<file path="src/rtl/move_player_if.sv">
// Move stream from the solver into the move player, plus the continue pacing pulse back.
interface move_player_if;
  logic [3:0] i_start_block;
  logic [3:0] i_end_block;
  logic       i_en;
  logic       i_solver_finished;
  logic       o_continue;

  modport master (
    output i_start_block, i_end_block, i_en, i_solver_finished,
    input  o_continue
  );

  modport slave (
    input  i_start_block, i_end_block, i_en, i_solver_finished,
    output o_continue
  );
endinterface

</file>
<file path="src/rtl/move_player.sv">
// Buffers solver moves in a small FIFO, paces the solver with continue pulses and
// replays moves onto a private board copy on a manual or timed step.
module move_player #(
  parameter int DEPTH       = 8,
  parameter int STEP_CYCLES = 12_000_000
) (
  input  logic         i_clk,
  input  logic         i_rst,
  input  logic         i_load,
  input  logic [63:0]  i_klotski,
  input  logic         i_step,
  input  logic         i_auto,
  move_player_if.slave mv,
  output logic [63:0]  o_klotski,
  output logic [9:0]   o_move_count,
  output logic         o_done,
  output logic         o_error
);
  localparam int AW = $clog2(DEPTH);
  localparam int OW = AW + 1;
  localparam int TW = $clog2(STEP_CYCLES);
  localparam logic [OW-1:0] FULL_OCC   = OW'(DEPTH);
  localparam logic [TW-1:0] TIMER_LAST = TW'(STEP_CYCLES - 1);

  typedef enum logic [1:0] {S_IDLE, S_RUN, S_DONE, S_ERR} state_t;

  state_t        state_q;
  logic [7:0]    fifo_mem [DEPTH];
  logic [AW-1:0] wr_ptr_q;
  logic [AW-1:0] rd_ptr_q;
  logic [OW-1:0] occ_q;
  logic [TW-1:0] timer_q;
  logic          finished_q;
  logic          pending_q;
  logic          cont_q;

  logic          running;
  logic          fifo_empty;
  logic          fifo_full;
  logic          push;
  logic          overflow;
  logic          trigger;
  logic          legal;
  logic [3:0]    head_start;
  logic [3:0]    head_end;
  logic [5:0]    start_lsb;
  logic [5:0]    end_lsb;
  logic [OW-1:0] occ_next;

  assign mv.o_continue = cont_q;

  // NOTE: every variable below is assigned on every pass, so no latch can be inferred.
  always_comb begin
    running    = (state_q == S_RUN) && !i_load;
    fifo_empty = (occ_q == '0);
    fifo_full  = (occ_q == FULL_OCC);
    push       = running && mv.i_en && !fifo_full;
    overflow   = running && mv.i_en && fifo_full;
    trigger    = running && !fifo_empty && (i_auto ? (timer_q == TIMER_LAST) : i_step);
    {head_start, head_end} = fifo_mem[rd_ptr_q];
    // Cell b sits at bits [63-4b -: 4], whose LSB is 4*(15-b).
    start_lsb  = {~head_start, 2'b00};
    end_lsb    = {~head_end, 2'b00};
    legal      = (o_klotski[end_lsb +: 4] == 4'd0) && (o_klotski[start_lsb +: 4] != 4'd0);
    occ_next   = occ_q + OW'(push) - OW'(trigger);
  end

  // NOTE: FIFO storage is not reset; pointers and occupancy alone say which entries are valid.
  always_ff @(posedge i_clk) begin
    if (push) fifo_mem[wr_ptr_q] <= {mv.i_start_block, mv.i_end_block};
  end

  // NOTE: state is updated with non-blocking assignments so every read sees pre-edge values.
  always_ff @(posedge i_clk) begin
    if (i_rst) begin
      state_q      <= S_IDLE;
      wr_ptr_q     <= '0;
      rd_ptr_q     <= '0;
      occ_q        <= '0;
      timer_q      <= '0;
      finished_q   <= 1'b0;
      pending_q    <= 1'b0;
      cont_q       <= 1'b0;
      o_klotski    <= '0;
      o_move_count <= '0;
      o_done       <= 1'b0;
      o_error      <= 1'b0;
    end else if (i_load) begin
      state_q      <= S_RUN;
      o_klotski    <= i_klotski;
      wr_ptr_q     <= '0;
      rd_ptr_q     <= '0;
      occ_q        <= '0;
      timer_q      <= '0;
      finished_q   <= 1'b0;
      pending_q    <= 1'b0;
      cont_q       <= 1'b0;
      o_move_count <= '0;
      o_done       <= 1'b0;
      o_error      <= 1'b0;
    end else begin
      cont_q <= 1'b0;
      if (state_q == S_RUN) begin
        if (mv.i_solver_finished) finished_q <= 1'b1;
        if (push)    wr_ptr_q <= wr_ptr_q + 1'b1;
        if (trigger) rd_ptr_q <= rd_ptr_q + 1'b1;
        occ_q <= occ_next;

        if (!i_auto || trigger) timer_q <= '0;
        else if (!fifo_empty)   timer_q <= timer_q + 1'b1;

        // A push that fills the FIFO defers its continue until space frees up.
        if (push) begin
          if (occ_next != FULL_OCC) cont_q    <= 1'b1;
          else                      pending_q <= 1'b1;
        end else if (trigger && pending_q) begin
          cont_q    <= 1'b1;
          pending_q <= 1'b0;
        end

        if (trigger) begin
          if (legal) begin
            o_klotski[end_lsb +: 4]   <= o_klotski[start_lsb +: 4];
            o_klotski[start_lsb +: 4] <= 4'd0;
            if (o_move_count != 10'h3FF) o_move_count <= o_move_count + 10'd1;
          end else begin
            o_error <= 1'b1;
            state_q <= S_ERR;
          end
        end

        if (overflow) begin
          o_error <= 1'b1;
          state_q <= S_ERR;
        end else if (finished_q && fifo_empty && !push) begin
          o_done  <= 1'b1;
          state_q <= S_DONE;
        end
      end
    end
  end
endmodule

</file>
<file path="src/flat_wrapper.sv">
// flat-port wrapper written by rule: the top's interface ports become plain ports
module move_player_flat 
#(
  parameter int DEPTH       = 8,
  parameter int STEP_CYCLES = 12_000_000
)
  (i_clk, i_rst, i_load, i_klotski, i_step, i_auto, o_klotski, o_move_count, o_done, o_error, mv_i_start_block, mv_i_end_block, mv_i_en, mv_i_solver_finished, mv_o_continue);
  move_player_if mv_i ();
  input  logic i_clk;
  input  logic i_rst;
  input  logic i_load;
  input  logic [63:0] i_klotski;
  input  logic i_step;
  input  logic i_auto;
  output logic [63:0] o_klotski;
  output logic [9:0] o_move_count;
  output logic o_done;
  output logic o_error;
  input wire logic [$bits(mv_i.i_start_block)-1:0] mv_i_start_block;
  input wire logic [$bits(mv_i.i_end_block)-1:0] mv_i_end_block;
  input wire logic [$bits(mv_i.i_en)-1:0] mv_i_en;
  input wire logic [$bits(mv_i.i_solver_finished)-1:0] mv_i_solver_finished;
  output wire logic [$bits(mv_i.o_continue)-1:0] mv_o_continue;
  assign mv_i.i_start_block = mv_i_start_block;
  assign mv_i.i_end_block = mv_i_end_block;
  assign mv_i.i_en = mv_i_en;
  assign mv_i.i_solver_finished = mv_i_solver_finished;
  assign mv_o_continue = mv_i.o_continue;
  move_player #(.DEPTH(DEPTH), .STEP_CYCLES(STEP_CYCLES)) u_core (.i_clk(i_clk), .i_rst(i_rst), .i_load(i_load), .i_klotski(i_klotski), .i_step(i_step), .i_auto(i_auto), .mv(mv_i), .o_klotski(o_klotski), .o_move_count(o_move_count), .o_done(o_done), .o_error(o_error));
endmodule
</file>
<file path="config.mk">
export PLATFORM = sky130hd
export DESIGN_NAME = move_player_flat
export DESIGN_NICKNAME = d
export VERILOG_FILES = /design/src/rtl/move_player_if.sv /design/src/rtl/move_player.sv /design/src/flat_wrapper.sv
export SDC_FILE = /design/constraint.sdc
export NUM_CORES = 1
export LEC_CHECK = 0
export ABC_AREA = 1
export BUFFER_PORTS_ARGS = -buffer_cell sky130_fd_sc_hd__buf_4
export CAP_MARGIN = 20
export CORE_MARGIN = 3
export CORE_UTILIZATION = 50
export CTS_BUF_LIST = sky130_fd_sc_hd__clkbuf_16
export DETAILED_ROUTE_END_ITERATION = 8
export PLACE_DENSITY = 0.79
export SLEW_MARGIN = 20
export SYNTH_ARGS = -nofsm -noshare
export SYNTH_HDL_FRONTEND = slang
export SYNTH_SLANG_ARGS = --single-unit
</file>
<file path="constraint.sdc">
create_clock -name i_clk -period 7.2 [get_ports i_clk]
set_input_delay 2.16 -clock i_clk [delete_from_list [all_inputs] [get_ports i_clk]]
set_output_delay 2.16 -clock i_clk [all_outputs]
set_load 0.05 [all_outputs]
</file>
Word level (Yosys, flattened, before mapping). Memory sizes are Yosys's and may differ from the RTL's. A register that Yosys moved wholly into a read port is not among the register bits. Cells that the tools add are included.

Divide/modulo/power cells: 0. Order comparisons: 0. Equality and inequality tests: 10. Shift-type cells: 6. Bitwise gates (word level): 4. Reductions and logical operators: 39. Multiply operators: 0. Multiplexer cells: 28. $add $sub $neg: 8.

Operators by type and width (count): 64-bit 2-to-1 mux (4); 64-bit bitwise mux (2); 4-bit by 8-bit variable shift with 64-bit output (first input constant) (2); 64-bit by 7-bit variable part select with 4-bit output (2); 4-bit by 8-bit variable part select with 64-bit output (1); 4-bit by 8-bit variable part select with 64-bit output (first input constant) (1); 24-bit 2-to-1 mux (2); 24-bit by 1-bit adder with 24-bit output (second input constant) (1); 24-bit equality test (second input constant) (1); 3-bit AND reduction (6); 6-bit negator with 8-bit output (2); 1-bit 2-to-1 mux (14); 10-bit by 1-bit adder with 10-bit output (second input constant) (1); 1-bit logical AND (10); 10-bit inequality test (second input constant) (1); 2-bit nonzero test (5); 4-bit zero test (2); 2-bit 2-to-1 mux (4); 4-bit inverter (2); 2-bit AND reduction (4); 4-bit nonzero test (2); 3-bit by 1-bit adder with 3-bit output (second input constant) (2); 3-bit 2-to-1 mux (2); 1-bit zero test (5); other kinds (15) (17).

Bits in read-only memories: 0. Bits in registers: 115. Word-level logic and storage cells: 109. Bits in writable memories: 64. Input bits: 79. Latch bits: 0. Memories: 1.

Memories: u_core.fifo_mem (words 8, width 8, rd ports 1, clocked after memory_dff 1, wr ports 1, line move_player.sv:28) `logic [7:0] fifo_mem [DEPTH];`.

Longest topological paths before layout. Gate-level depths: netlist of the first run.

Word-level depth: 10. Mapped depth: 23. Depth with buffers taken out: 22.

Least setup slack after synthesis of the first run. No wires, ideal clock.

Kind: input to register. Start point: input port i_load. End point: register u_core.cont_q (netlist: u_core.mv.o_continue). Library setup time: 0.118 ns. Setup slack: 2.573 ns. Stages on the path: 14. Arrival: 4.510 ns. Cell sequence: nor2_1 > o21ai_0 > nor2_1 > nand2_1 > clkinv_1 > clkbuf_1 > ha_1 > inv_1 > ha_1 > inv_1 > fa_1 > xor2_1 > nand4_1 > o2111a_1.

Word-level cells in the longest chain between the ends: 9.

Ends and longest elaborated chain: from (decl) (line flat_wrapper.sv:11) `input logic i_load;`; 1-bit zero test (line move_player.sv:54) `running = (state_q == S_RUN) && !i_load;`; 1-bit logical AND (line move_player.sv:54); 1-bit logical AND (2 in series) (line move_player.sv:57) `push = running && mv.i_en && !fifo_full;`; 4-bit by 1-bit adder with 4-bit output (line move_player.sv:65) `occ_next = occ_q + OW'(push) - OW'(trigger);`; 4-bit by 1-bit subtractor with 4-bit output (line move_player.sv:65); 4-bit inequality test (line move_player.sv:114) `if (occ_next != FULL_OCC) cont_q <= 1'b1;`; 1-bit 2-to-1 mux (line move_player.sv:114); 1-bit 2-to-1 mux (line move_player.sv:113) `if (push) begin`; to (signal assigned) (line move_player.sv:83) `cont_q <= 1'b0;`; to (signal assigned) (line move_player.sv:114); to (signal assigned) (line move_player.sv:117) `cont_q <= 1'b1;`; to (decl) (line move_player.sv:35) `logic cont_q;`.

Parallel ways exist; a longest one is shown, timed or not. A chain may end at the register's enable or synchronous reset.

Final worst setup path of the first run.
Start point: input port i_load. End point: register u_core.pending_q.

Word-level cells in the longest chain between the ends: 9.

Ends and longest elaborated chain: 1-bit zero test (line move_player.sv:54); 1-bit logical AND (line move_player.sv:54); 1-bit logical AND (2 in series) (line move_player.sv:57); 4-bit by 1-bit adder with 4-bit output (line move_player.sv:65); 4-bit by 1-bit subtractor with 4-bit output (line move_player.sv:65); 4-bit inequality test (line move_player.sv:114); 2-bit inequality test (no source line); 3-bit AND reduction (no source line); to (signal assigned) (line move_player.sv:82) `pending_q <= 1'b0;`; to (signal assigned) (line move_player.sv:115) `else pending_q <= 1'b1;`; to (signal assigned) (line move_player.sv:118) `pending_q <= 1'b0;`; to (decl) (line move_player.sv:34) `logic pending_q;`.

Parallel ways exist; a longest one is shown, timed or not.

==> results.py, run 1 <==
metrics = {
    "timing": {
        "setup_violations": 0,
        "finalCritPeriodShare_pct": 73.84,
        "fmax_mhz": 188.1,
        "period_needed_ns": 5.316,
        "grt_setup_unrepaired": "false",
        "tightestPinTransition_ns": 0.9889,
        "setup_tns_ns": 0,
        "slew_violations": 0,
        "fin_skew_ns": 0.01394,
        "relSlewSlack_pct": 33.83,
        "hold_violations": 0,
    },
    "pwr": {
        "clkPwrFrac_pct": 37.8,
        "p_leak_uw": 0.005443,
        "p_switching_uw": 777.1,
        "comb_power_share_pct": 17.1,
        "worst_ir_drop_vdd_mv": 0.1640,
        "power_uw": 2497,
        "pwr-share-seq_pct": 45.1,
        "power_density_mw_per_mm2": 201.3,
        "intPower_uw": 1720,
        "p_sw_share_pct": 31.12,
    },
    "die": {
        "design.die.area_sq_mm": 0.02308,
        "ios": 156,
        "die_w_um": 151.9,
        "rows": 52,
        "die_y_um": 151.9,
        "start_util_pct": 51.79,
        "core_area_sq_mm": 0.02056,
    },
    "min_path": {
        "whs_path_depth": 2,
        "hp-class": "flip-flop to flip-flop",
    },
    "synth": {
        "synth-simple-area-share_pct": 38.30,
        "yosys.area_share.adder_pct": 2.068,
        "synth-edff-count": 64,
        "syn-instance-count": 1543,
        "synth.cell_area_sq_mm": 0.01065,
        "async_flop_share_pct": 0,
        "avgSynthCellArea_sq_um": 6.901,
        "synth_compound_area_share_pct": 8.954,
        "synth_mux_area_share_pct": 0,
        "syn-num-nets": 1639,
        "yosys_warnings": 0,
        "synthXorXnorAreaFrac_pct": 1.152,
        "ys_seq_elements": 182,
        "synthFlopType": "dfxtp_1",
        "yosysUniqueCellTypes": 46,
        "ys_seq_area_share_pct": 40.24,
        "synth_top_family_by_area": "simple AND/OR/NAND/NOR gates",
    },
    "critical_path": {
        "endpoint_kind": "flip-flop",
        "worstSetupStartpointType": "input port",
        "cp_max_fo": 77,
        "reg2regPathDepth": 18,
        "criticalPathCategory": "input port to flip-flop",
        "crit_required_ns": 7.54,
        "arrival_ns": 5.65,
    },
    "clocking": {
        "cts_inserted_buffers": 17,
        "ctsHoldBuffers": 0,
        "clk_pin_slew_ns": 0.07,
        "cts_tree": "done",
        "cts_setup_buffers": 0,
        "clk_latency_ns": 0.44,
        "clockBufferDepth": 2,
        "cts.sinks": 182,
        "ctsResizeCount": 0,
        "htreeDepth": 4,
        "root_buffer": "clkbuf_16",
    },
    "grt": {
        "grt_max_degree": 78,
        "antenna_found_initial": 0,
        "track_usage_pct": 26.99,
        "grt_pass1_wl_um": 51070,
        "overflow": 0,
        "grt_pass1_vias": 9886,
    },
    "job": {
        "drv_cap": 0,
    },
    "detailed_routing": {
        "routedWlPerCell_um": 16.72,
        "post_drt_via_cell_ratio": 5.618,
        "drt_iter0_drc": 976,
        "firstDrtPassIters": 5,
        "vias": 10920,
        "ant_nets": 0,
        "drc": 0,
        "routed_wirelength_um": 32480,
    },
    "placed_design": {
        "place.gp.congestion": 0.9677,
        "placed_area_sq_mm": 0.01181,
        "dp_hpwl_um": 22810,
        "portBuffers": 155,
        "dp_cells": 1911,
    },
    "layout": {
        "final_area_sq_mm": 0.01240,
        "final_cell_mix": "419 x nand2_1, 209 x nor2_1, 187 x nand3_1",
        "seqCellArea_sq_mm": 0.004284,
        "final_common_cell": "nand2_1",
        "fill_cells": 1898,
        "instances_no_fill": 1943,
        "multiInputGateArea_sq_mm": 0.005374,
        "nets": 1756,
        "area_growth_syn_to_layout_pct": 16.47,
        "n_antenna_cell": 0,
        "drive_above_1_share_pct": 13.57,
    },
    "status": {
        "outcome": "complete, no violations",
    },
}
## synthesized netlist by cell type, types with 4 or more instances
library cell  instances  area (sq um)
buf_1                 6         22.52
ha_1                 16         200.2
buf_4                 5         37.54
a21oi_1             129         645.6
xor2_1                9         78.83
edfxtp_1             64          1922
nand4_1              55         344.1
nor2_1              209         784.5
o21ai_1               9         45.04
inv_1               138         518.0
buf_6                16         180.2
inv_2                 9         33.78
nor4_1               16         100.1
nor3b_1               6         45.04
o21ai_0              25         125.1
a211oi_1              4         30.03
nand3b_1              4         30.03
nand2_2               8         50.05
nand2_4               5         56.30
nand2_1             419          1573
clkbuf_1             22         82.58
clkinv_1              4         15.01
dfxtp_1             118          2362
buf_2                17         85.08
nand3_1             187         935.9
nor3_1               14         70.07
xnor2_1               5         43.79
## cells by family after synthesis
| kind of cell | Yosys count |
|---|---|
| and+or+nand+nor | 932 |
| buffers and inverters | 218 |
| DFF | 182 |
| AOI/OAI and AO/OA | 180 |
| adders and majority gates | 17 |
| xor gates and xnor gates | 14 |
## through the flow
step,setup slack [ns],hold WS (ns),util [%]
2_1_floorplan,2.573,0.4396,-
5_1_grt,1.525,0.4812,60.32
4_1_cts,1.920,0.4650,60.32
6_report,1.884,0.4584,60.32
3_3_place_gp,1.659,0.4475,57.46
3_5_place_dp,1.522,0.4496,57.46
## cell type report
| cell class | instances | area share [%] |
|---|---|---|
| timing repair buffer | 165 | 10.09 |
| multi-input combinational | 1143 | 43.33 |
| sequential | 182 | 34.54 |
| clock buffer | 17 | 3.430 |
| inverter | 151 | 4.580 |
| clock inverter | 15 | 1.301 |
| tap | 270 | 2.724 |
## critical path, cell delays in order
cell and delay, ns:
buf_4 0.57, nor2_1 0.24, o21ai_0 0.15, nor2_1 0.06
nand2_1 0.16, clkinv_1 0.46, ha_1 0.47, inv_1 0.06
ha_1 0.16, inv_1 0.07, fa_1 0.38, xor2_1 0.19
nand4_1 0.17, nand2_1 0.09, a21oi_1 0.06, a211oi_1 0.18
## power groups by stage
| stage | Combinational (uW) | Sequential, uW | Clock, uW |
|---|---|---|---|
| 5_1_grt | 461 | 1130 | 988 |
| 3_5_place_dp | 419 | 1150 | 0 |
| 2_1_floorplan | 204 | 1230 | 0 |
| 4_1_cts | 422 | 1130 | 949 |
| 3_3_place_gp | 414 | 1150 | 0 |
| 6_report | 427 | 1130 | 944 |
## state kept, by name (all words and copies together), names as in the netlist, named ones only
register,cells
u_core.occ_q,4
u_core.state_q,2
u_core.o_done,1
u_core.finished_q,1
u_core.wr_ptr_q,3
u_core.o_move_count,10
u_core.rd_ptr_q,3
u_core.o_error,1
u_core.timer_q,24
u_core.fifo_mem,64
u_core.mv.o_continue,1
u_core.o_klotski,64
u_core.pending_q,1
## worst paths after layout
check / to / slack, ns / start
setup / recovery: u_core.pending_q / 1.88 / i_load
hold / removal: u_core.o_error / 0.46 / u_core.o_error
setup reg to reg: u_core.o_klotski[59] / 2.27 / flip-flop
hold reg to reg: u_core.o_error / 0.46 / u_core.o_error
## layer usage
| metal | up-vias | track usage [%] | part of all wire [%] | wire length (um) |
|---|---|---|---|---|
| li1 | 5326 | - | - | - |
| met1 | 4997 | 35.08 | 40 | 13030 |
| met2 | 523 | 44.31 | 47 | 15300 |
| met3 | 69 | 7.025 | 10 | 3353 |
| met4 | 0 | 8.433 | 2.5 | 800 |
| met5 | - | 0 | 0 | 0 |
Power figures use the tool's default switching activity.
==> run 2: changes to the inputs <==
==> constraint.sdc (replaced) <==
create_clock -name i_clk -period 5.2 [get_ports i_clk]
set_input_delay 1.56 -clock i_clk [delete_from_list [all_inputs] [get_ports i_clk]]
set_output_delay 1.56 -clock i_clk [all_outputs]
set_load 0.05 [all_outputs]
==> run 2 against run 1 <==
Utilization is 0.32 points higher; critical endpoint is now u_core.o_klotski[55]; sequential power is 38% higher; highest routed layer unchanged; first-iteration DRC count is 12% higher; largest cell class unchanged; register-to-register slack worse by 1.1 ns; wire length is 1.0% lower.
==> results.py, run 2 (synthesis gave the netlist of run 1 again) <==
metrics = {
    "status": {
        "outcome": "complete, no violations",
    },
    "detailed_routing": {
        "ant_nets": 0,
        "routed_wirelength_um": 32150,
        "drc": 0,
        "routedWlPerCell_um": 16.46,
        "post_drt_via_cell_ratio": 5.603,
        "vias": 10940,
        "firstDrtPassIters": 5,
        "drt_iter0_drc": 1092,
    },
    "critical_path": {
        "cp_num_buf_inv": 5,
        "cp_max_fo": 45,
        "arrival_ns": 4.39,
        "worst_path_largest_cell_delay_ns": 0.68,
        "r2r_slack_ns": 1.13,
        "crit_path_frequent_cell": "nand3_1",
        "worstSetupStartpointType": "flip-flop",
        "criticalPathCategory": "flip-flop to flip-flop",
        "crit_family": "simple AND/OR/NAND/NOR gates",
        "endpoint_kind": "flip-flop",
        "path_cells": "inv_2 -> nand3_1 -> buf_4 -> nand2_2 -> inv_2 -> nand2_1 -> nand3_1 -> nand3_1 -> nand2_1 -> nand2_2 -> nand2_2 -> inv_2 -> nand2_4 -> nand3_4 -> nand2_4 -> buf_4 -> nand3_1 -> nand2_1 -> nor2_1",
        "crit_required_ns": 5.52,
        "cp_slowest_cell": "dfxtp_1",
    },
    "layout": {
        "final_common_cell": "nand2_1",
        "largestRegisters": "u_core.fifo_mem: 64 flops, u_core.o_klotski: 64 flops, u_core.timer_q: 24 flops",
        "area_growth_syn_to_layout_pct": 17.10,
        "nets": 1766,
        "final_cell_mix": "419 x nand2_1, 209 x nor2_1, 187 x nand3_1",
        "n_antenna_cell": 0,
        "drive_above_1_share_pct": 13.96,
        "instances_no_fill": 1953,
    },
    "timing": {
        "hold_violations": 0,
        "grt_setup_unrepaired": "false",
        "setup_tns_ns": 0,
        "fin_skew_ns": 0.01157,
        "setup_ws_ns": 1.135,
        "tightestPinTransition_ns": 0.9784,
        "period_needed_ns": 4.065,
        "finalCritPeriodShare_pct": 78.18,
        "setup_violations": 0,
        "fmax_mhz": 246.0,
        "relSlewSlack_pct": 34.53,
        "slew_violations": 0,
    },
    "placed_design": {
        "place.gp.congestion": 0.9874,
        "dp_cells": 1921,
        "portBuffers": 155,
        "post-place-ws_ns": 0.8471,
        "dp_hpwl_um": 22710,
    },
    "pwr": {
        "worst_ir_drop_vdd_mv": 0.2019,
        "power_density_mw_per_mm2": 275.2,
        "p_leak_uw": 0.005505,
    },
    "die": {
        "rows": 52,
        "core_area_sq_mm": 0.02056,
        "die_y_um": 151.9,
        "design.die.area_sq_mm": 0.02308,
        "ios": 156,
        "start_util_pct": 51.79,
        "die_w_um": 151.9,
    },
    "clocking": {
        "cts.sinks": 182,
        "clk_latency_ns": 0.44,
        "clockBufferDepth": 2,
        "cts_inserted_buffers": 17,
        "ctsResizeCount": 0,
        "root_buffer": "clkbuf_16",
        "ctsHoldBuffers": 0,
        "cts_tree": "done",
        "htreeDepth": 4,
        "clk_pin_slew_ns": 0.07,
        "cts_setup_buffers": 0,
    },
    "job": {
        "drv_cap": 0,
    },
    "grt": {
        "overflow": 0,
        "grt_pass1_wl_um": 50450,
        "grt_max_degree": 76,
        "track_usage_pct": 26.80,
        "grt_pass1_vias": 9875,
        "antenna_found_initial": 0,
    },
    "min_path": {
        "hp-class": "flip-flop to flip-flop",
        "min-delay-start": "u_core.o_error",
    },
}
[run 2: cell count changes in the layout (fill, tap and decap cells not counted), sizes merged]
cell,change
clkinv,+3
buf,+10
clkinvlp,-2
clkbuf,+1
inv,-2
[run 2: stage by stage]
stage	hold slack (ns)	total power (uW)	utilization [%]	cell area, sq um
floorplan	0.4396	1981	-	10650
global placement	0.4418	2167	57.83	11890
detailed placement	0.4516	2177	57.83	11890
CTS	0.4652	3430	60.64	12470
global route	0.4848	3556	60.64	12470
finish	0.4640	3432	60.64	12470
[run 2: area by class of cell]
| type | instances | area, sq um |
|---|---|---|
| fillers | 1897 | 8092 |
| multi-input cells | 1143 | 5374 |
| flip-flops and latches | 182 | 4284 |
| repair buffers | 175 | 1326 |
| inverters | 151 | 568.0 |
| clock buffers | 18 | 450.4 |
| well taps | 270 | 337.8 |
| clock inverters | 14 | 127.6 |
[run 2: worst register-to-register path, cell delays in order (launching register included)]
cell	delay, ns
dfxtp_1	0.68
inv_2	0.25
nand3_1	0.14
buf_4	0.29
nand2_2	0.11
inv_2	0.36
nand2_1	0.10
nand3_1	0.10
nand3_1	0.12
nand2_1	0.12
nand2_2	0.24
nand2_2	0.17
inv_2	0.05
nand2_4	0.07
nand3_4	0.08
nand2_4	0.40
buf_4	0.41
nand3_1	0.12
nand2_1	0.07
nor2_1	0.07
[run 2: power by group]
group          total [uW]  switching, uW  internal, uW  leakage [uW]
sequential           1560           48.1          1510       0.00154
combinational         599            405           193       0.00367
clock                1270            581           693      0.000293
total                3430           1030          2400       0.00550
[run 2: final timing paths]
path                           to  cells past startpoint
min                u_core.o_error                      2
min reg2reg        u_core.o_error                      2
max          u_core.o_klotski[55]                     19
max reg2reg  u_core.o_klotski[55]                     19
[run 2: per-layer routing]
metal / share of wire (%) / vias to the layer above / global-route usage (%)
met1: 40 / 4941 / 34.03
li1: - / 5356 / -
met3: 11 / 71 / 7.850
met4: 3.2 / 0 / 10.87
met5: 0 / - / 0
met2: 46 / 574 / 43.04
